`config.mk`:
```
export PLATFORM = sky130hd
export DESIGN_NAME = vec_unit_vl
export DESIGN_NICKNAME = d
export VERILOG_FILES = /design/src/rtl/vec_unit_vl.sv
export SDC_FILE = /design/constraint.sdc
export NUM_CORES = 2
export LEC_CHECK = 0
export ABC_CLOCK_PERIOD_IN_PS = 14880
export CAP_MARGIN = 5
export CORE_UTILIZATION = 64
export DETAILED_ROUTE_END_ITERATION = 7
export PLACE_DENSITY = 0.8
export SLEW_MARGIN = 10
export SYNTH_ARGS = -nofsm -noshare
export SYNTH_HDL_FRONTEND = slang
export SYNTH_SLANG_ARGS = --single-unit
```
`constraint.sdc`:
```
create_clock -name clk_i -period 14.88 [get_ports clk_i]
set_input_delay 2.976 -clock clk_i [delete_from_list [all_inputs] [get_ports clk_i]]
set_output_delay 2.976 -clock clk_i [all_outputs]
set_load 0.02 [all_outputs]
```
`src/rtl/vec_unit_vl.sv`:
```
// Vector unit: VRF plus lanes_p element ALUs, strip-mining each command over ceil(vl/lanes_p) beats.
// Latency B+1 cycles from accept to done_o/v_o; a read result is held until yumi_i and new commands wait.
module vec_unit_vl #(
  parameter int els_p   = 8,
  parameter int vlen_p  = 16,
  parameter int vdw_p   = 8,
  parameter int lanes_p = 4,
  localparam int AW  = $clog2(els_p),
  localparam int VLW = $clog2(vlen_p + 1)
) (
  input  logic                    clk_i,
  input  logic                    reset_n_i,
  input  logic [3:0]              op_i,
  input  logic [AW-1:0]           addrA_i,
  input  logic [AW-1:0]           addrB_i,
  input  logic [AW-1:0]           addrD_i,
  input  logic [VLW-1:0]          vl_i,
  input  logic [vdw_p-1:0]        scalar_i,
  input  logic                    sat_i,
  input  logic [vlen_p*vdw_p-1:0] w_data_i,
  input  logic                    v_i,
  output logic                    ready_o,
  output logic [vlen_p*vdw_p-1:0] r_data_o,
  output logic                    v_o,
  input  logic                    yumi_i,
  output logic                    done_o,
  output logic                    err_o
);

  localparam int EW = $clog2(vlen_p);
  localparam int BW = $clog2(vlen_p / lanes_p + 1);

  typedef enum logic [1:0] {IDLE, EXEC, DONE, RESP} state_t;

  state_t state_q, state_d;

  logic [vdw_p-1:0]        vrf [els_p][vlen_p];
  logic [3:0]              op_q;
  logic [AW-1:0]           a_q, b_q, d_q;
  logic [VLW-1:0]          vl_q;
  logic [vdw_p-1:0]        s_q;
  logic                    sat_q;
  logic [vlen_p*vdw_p-1:0] wd_q;
  logic [vlen_p*vdw_p-1:0] r_data_q;
  logic [BW-1:0]           beat_q;
  logic                    err_q;

  logic [VLW-1:0]   vl_c;
  logic [VLW-1:0]   next_base;
  logic             last_beat;
  logic             is_read, is_write, accept_ok;
  logic [VLW-1:0]   lane_e   [lanes_p];
  logic [EW-1:0]    lane_idx [lanes_p];
  logic             lane_en  [lanes_p];
  logic [vdw_p-1:0] lane_res [lanes_p];

  function automatic logic legal_op(input logic [3:0] op);
    case (op)
      4'h0, 4'h1, 4'h2, 4'h4, 4'h5, 4'h6, 4'h8, 4'h9: return 1'b1;
      default: return 1'b0;
    endcase
  endfunction

  // fn: 00 add, 01 sub, 10 mul; saturation clamps at the unsigned range limits
  function automatic logic [vdw_p-1:0] alu(input logic [1:0] fn, input logic sat,
                                           input logic [vdw_p-1:0] a, input logic [vdw_p-1:0] b);
    logic [vdw_p:0]     sum;
    logic [2*vdw_p-1:0] prod;
    sum  = {1'b0, a} + {1'b0, b};
    prod = {{vdw_p{1'b0}}, a} * {{vdw_p{1'b0}}, b};
    case (fn)
      2'b00:   return (sat && sum[vdw_p]) ? '1 : sum[vdw_p-1:0];
      2'b01:   return (sat && (a < b)) ? '0 : a - b;
      default: return (sat && (|prod[2*vdw_p-1:vdw_p])) ? '1 : prod[vdw_p-1:0];
    endcase
  endfunction

  assign vl_c      = (vl_i > VLW'(vlen_p)) ? VLW'(vlen_p) : vl_i;
  assign is_read   = (op_q == 4'h8);
  assign is_write  = (op_q == 4'h9);
  assign accept_ok = (state_q == IDLE) && v_i && legal_op(op_i);
  assign next_base = (VLW'(beat_q) + VLW'(1)) * VLW'(lanes_p);
  assign last_beat = (next_base >= vl_q);

  always_comb begin
    for (int l = 0; l < lanes_p; l++) begin
      lane_e[l]   = VLW'(beat_q) * VLW'(lanes_p) + VLW'(l);
      lane_idx[l] = lane_e[l][EW-1:0];
      lane_en[l]  = (state_q == EXEC) && (lane_e[l] < vl_q);
      lane_res[l] = is_write ? wd_q[lane_idx[l]*vdw_p +: vdw_p]
                             : alu(op_q[1:0], sat_q, vrf[a_q][lane_idx[l]],
                                   op_q[2] ? s_q : vrf[b_q][lane_idx[l]]);
    end
  end

  always_ff @(posedge clk_i or negedge reset_n_i) begin
    if (!reset_n_i) state_q <= IDLE;
    else            state_q <= state_d;
  end

  always_comb begin
    state_d = state_q;
    case (state_q)
      IDLE: if (accept_ok) begin
        if (vl_c == '0) state_d = (op_i == 4'h8) ? RESP : DONE;
        else            state_d = EXEC;
      end
      EXEC: if (last_beat) state_d = is_read ? RESP : DONE;
      DONE: state_d = IDLE;
      RESP: if (yumi_i) state_d = IDLE;
      default: state_d = IDLE;
    endcase
  end

  always_comb begin
    ready_o  = (state_q == IDLE);
    v_o      = (state_q == RESP);
    done_o   = (state_q == DONE);
    err_o    = err_q;
    r_data_o = r_data_q;
  end

  // Aliased D/A/B is safe: every lane reads its element combinationally before the edge writes it
  always_ff @(posedge clk_i or negedge reset_n_i) begin
    if (!reset_n_i) begin
      for (int v = 0; v < els_p; v++)
        for (int e = 0; e < vlen_p; e++)
          vrf[v][e] <= '0;
      op_q     <= '0;
      a_q      <= '0;
      b_q      <= '0;
      d_q      <= '0;
      vl_q     <= '0;
      s_q      <= '0;
      sat_q    <= 1'b0;
      wd_q     <= '0;
      r_data_q <= '0;
      beat_q   <= '0;
      err_q    <= 1'b0;
    end else begin
      err_q <= 1'b0;
      if (state_q == IDLE && v_i) begin
        r_data_q <= '0;
        if (legal_op(op_i)) begin
          op_q   <= op_i;
          a_q    <= addrA_i;
          b_q    <= addrB_i;
          d_q    <= addrD_i;
          vl_q   <= vl_c;
          s_q    <= scalar_i;
          sat_q  <= sat_i;
          wd_q   <= w_data_i;
          beat_q <= '0;
        end else begin
          err_q <= 1'b1;
        end
      end
      if (state_q == EXEC) begin
        beat_q <= beat_q + 1'b1;
        for (int l = 0; l < lanes_p; l++) begin
          if (lane_en[l]) begin
            if (is_read) r_data_q[lane_idx[l]*vdw_p +: vdw_p] <= vrf[a_q][lane_idx[l]];
            else         vrf[d_q][lane_idx[l]] <= lane_res[l];
          end
        end
      end
    end
  end

endmodule

```
==> flow_summary.yaml <==
run_status:
  status: "complete, no violations"
layout:
  fin_nets: 7399
  syn_to_final_growth_pct: 11.6
  layout-drive-gt1-share_pct: 21.2
critical_path:
  slowest_stage: "o22ai_2"
  cp.arrival_ns: 10.67
  reg2reg_to: "vrf[169]"
  critPathMaxStageDelay_ns: 1.06
  ff2ff_path_depth: 27
  cp_common_cell: "inv_1"
  r2r-start: "b_q[1]"
  setup.worst_path.class: "reg2reg"
  critical_path_required_ns: 15.46
  r2r_slack_ns: 4.79
  cp_max_fo: 52
  critPathLaunchType: "flip-flop"
  cp-end-kind: "flip-flop"
drt:
  vias: 59781
  wl_mm: 236
  routed_via_density: 6.96
  antenna_left: 0
  wl_per_cell_um: 27.5
  drt-initial-drc-count: 8007
  firstDrtPassIters: 8
  drcViolationCount: 0
floorplan:
  fp.coreArea_um2: 120000
  start_util_pct: 64.4
  die_y_um: 349
  ioPinCount: 291
  die-area_um2: 122000
  dieWidth_um: 349
  num_rows: 127
clocking:
  postCtsSetupBuffers: 0
  clkSlewWorstSetupHoldPaths_ns: 0.06
  root_buffer: "clkbuf_16"
  cts_hold_buf: 0
  clk_latency_ns: 0.79
  cts_buffer_depth: 3
  cts-htree-levels: 4
  tritoncts: "done"
  cts_num_sinks: 1313
  cts_resized: 0
  numCtsBuffers: 140
synth:
  netlist.area_leader.share_pct: 42.6
  async_reset_ff_share_pct: 100
  syn_area_per_cell_um2: 11.4
  ys_seq_area_share_pct: 42.6
  synth_ff_type: "dfrtp_1"
  synth-seq-cells: 1313
  yosys-top-cells-area: "dfrtp_1, mux4_2, mux2_2"
  syn_nets: 7317
  synthCells: 6785
  synth.distinct_cells: 87
  yosysWarnings: 0
  yosys.area.top_type: "dfrtp_1"
  synth_area_um2: 77200
  synth_edf_count: 0
hold_path:
  hold_class: "reg2reg"
  hold_path_depth: 2
  hp-start: "r_data_o[77]"
  worstHoldEndpoint: "r_data_o[77]"
global_route:
  track_usage_pct: 39.4
  grt_pass1_wl_mm: 362
  antenna_found_initial: 6
  first_global_vias: 60822
  grt_max_degree: 187
  gr-total-overflow: 0
sta:
  grt_setup_unrepaired: "false"
  fin_crit_ns: 10.09
  drv_slew: 0
  clock.fmax_mhz: 99.1
  setup_viol: 0
  relSlewSlack_pct: 7.28
  fin_crit_sh_pct: 67.8
  worst_pin_slew_ns: 1.39
  tns_ns: 0
  final_hold_viol_count: 0
  clock_skew_ns: 0.0258
place:
  post-dp-hpwl_mm: 156
  place.gp.congestion: 0.948
  portBuffers: 290
flow_run:
  cap_violations: 0
==> registers in the layout, indices dropped and copies added, names as in the netlist <==
signal / count
a_q: 3
b_q: 3
beat_q: 3
d_q: 3
err_o: 1
op_q: 4
r_data_o: 128
s_q: 8
sat_q: 1
state_q: 2
vl_q: 5
vrf: 1024
wd_q: 128
==> critical path: cells and delay by family, from the launching register on <==
family	cells	cell delay (ns)
mux	2	0.88
flops	1	0.80
simple gates	4	0.51
buf+inv	7	1.87
fa+ha+maj	6	2.02
compound gates	8	3.73
==> final cells by class <==
| type | instances | area, um^2 |
|---|---|---|
| Clock buffer | 201 | 4100 |
| Multi-Input combinational cell | 4663 | 41300 |
| Timing Repair Buffer | 424 | 4050 |
| Fill cell | 7774 | 33700 |
| Sequential cell | 1313 | 32900 |
| Tap cell | 1612 | 2020 |
| Clock inverter | 44 | 548 |
| Inverter | 325 | 1230 |
| Antenna cell | 7 | 17.5 |
==> cells by family after synthesis <==
family | count (synthesis) | synth area share (%)
adders and majority gates | 373 | 7.51
xor gates and xnor gates | 26 | 0.319
buffers and inverters | 809 | 4.25
and+or+nand+nor | 1805 | 9.46
muxes | 1049 | 25.0
DFF | 1313 | 42.6
AOI/OAI and AO/OA | 1410 | 10.9
==> metal layers <==
| layer | vias to the layer above | wire, um | track usage (%) |
|---|---|---|---|
| li1 | 24797 | - | - |
| met1 | 30018 | 84100 | 50.6 |
| met2 | 4081 | 108000 | 59.8 |
| met3 | 881 | 29100 | 12.2 |
| met4 | 4 | 14800 | 22.1 |
| met5 | - | 163 | 0.942 |
==> stage by stage <==
| stage | hold WS [ns] | setup WS [ns] | area, um^2 | utilization (%) | std cells |
|---|---|---|---|---|---|
| finish | 0.476 | 4.79 | 86100 | 71.9 | 8589 |
| global route | 0.499 | 4.43 | 86100 | 71.9 | 8582 |
| CTS | 0.482 | 5.05 | 86100 | 71.9 | 8582 |
| detailed placement | 0.469 | 5.11 | 81500 | 68.0 | 8337 |
| global placement | 0.461 | 5.26 | 81500 | 68.0 | 8337 |
| floorplan | 0.450 | 7.22 | 77200 | - | 6785 |
==> how the worst max path moves through the flow <==
stage | start | end | slack, ns
2_1_floorplan | a_q[0] | vrf[132] | 7.22
3_3_place_gp | b_q[1] | vrf[201] | 5.26
3_5_place_dp | b_q[1] | vrf[555] | 5.11
4_1_cts | b_q[1] | vrf[844] | 5.05
5_1_grt | b_q[1] | vrf[586] | 4.43
6_report | b_q[1] | vrf[169] | 4.79
==> synth_stat cells, types with 13 or more instances <==
cell type     n
clkbuf_1    278
a21o_1       26
a41oi_1      22
and3_1       16
a21oi_1     310
nor2_2       32
nor2b_1      17
clkbuf_2     15
fa_1        151
mux2_2      346
nor3_1       25
mux4_2      668
buf_2       132
o21ai_1      76
o22ai_1      25
a31oi_1     320
xor2_1       13
buf_1        46
dfrtp_1    1313
nand2_1     703
nand2b_1     37
o21a_1       23
inv_1       324
o21bai_1     13
nor2_1      891
o31ai_1      36
o21ai_0     436
mux2i_1      35
nand3_1      21
ha_1        222
==> layout by cell type (no fill, tap or decap), types with 13 or more instances in the layout <==
cell,Yosys,final
dfrtp_1,1313,1304
nor2_1,891,888
nand2_1,703,700
mux4_2,668,668
o21ai_0,436,436
mux2_2,346,346
inv_1,324,322
a31oi_1,320,319
a21oi_1,310,309
clkdlybuf4s50_1,0,289
ha_1,222,222
fa_1,151,151
clkbuf_16,0,145
buf_4,9,124
o21ai_1,76,75
nand2b_1,37,37
o31ai_1,36,36
mux2i_1,35,35
nor2_2,32,35
clkbuf_1,278,30
a21o_1,26,26
clkbuf_8,0,26
nor3_1,25,24
o21a_1,23,23
nand3_1,21,21
nor2b_1,17,17
a41oi_1,22,17
clkinv_2,0,16
and3_1,16,16
o22ai_1,25,16
xor2_1,13,13
o21bai_1,13,13
Power is not shown: default switching activity piles up to over one toggle a cycle in this logic, so the estimate is an artifact.
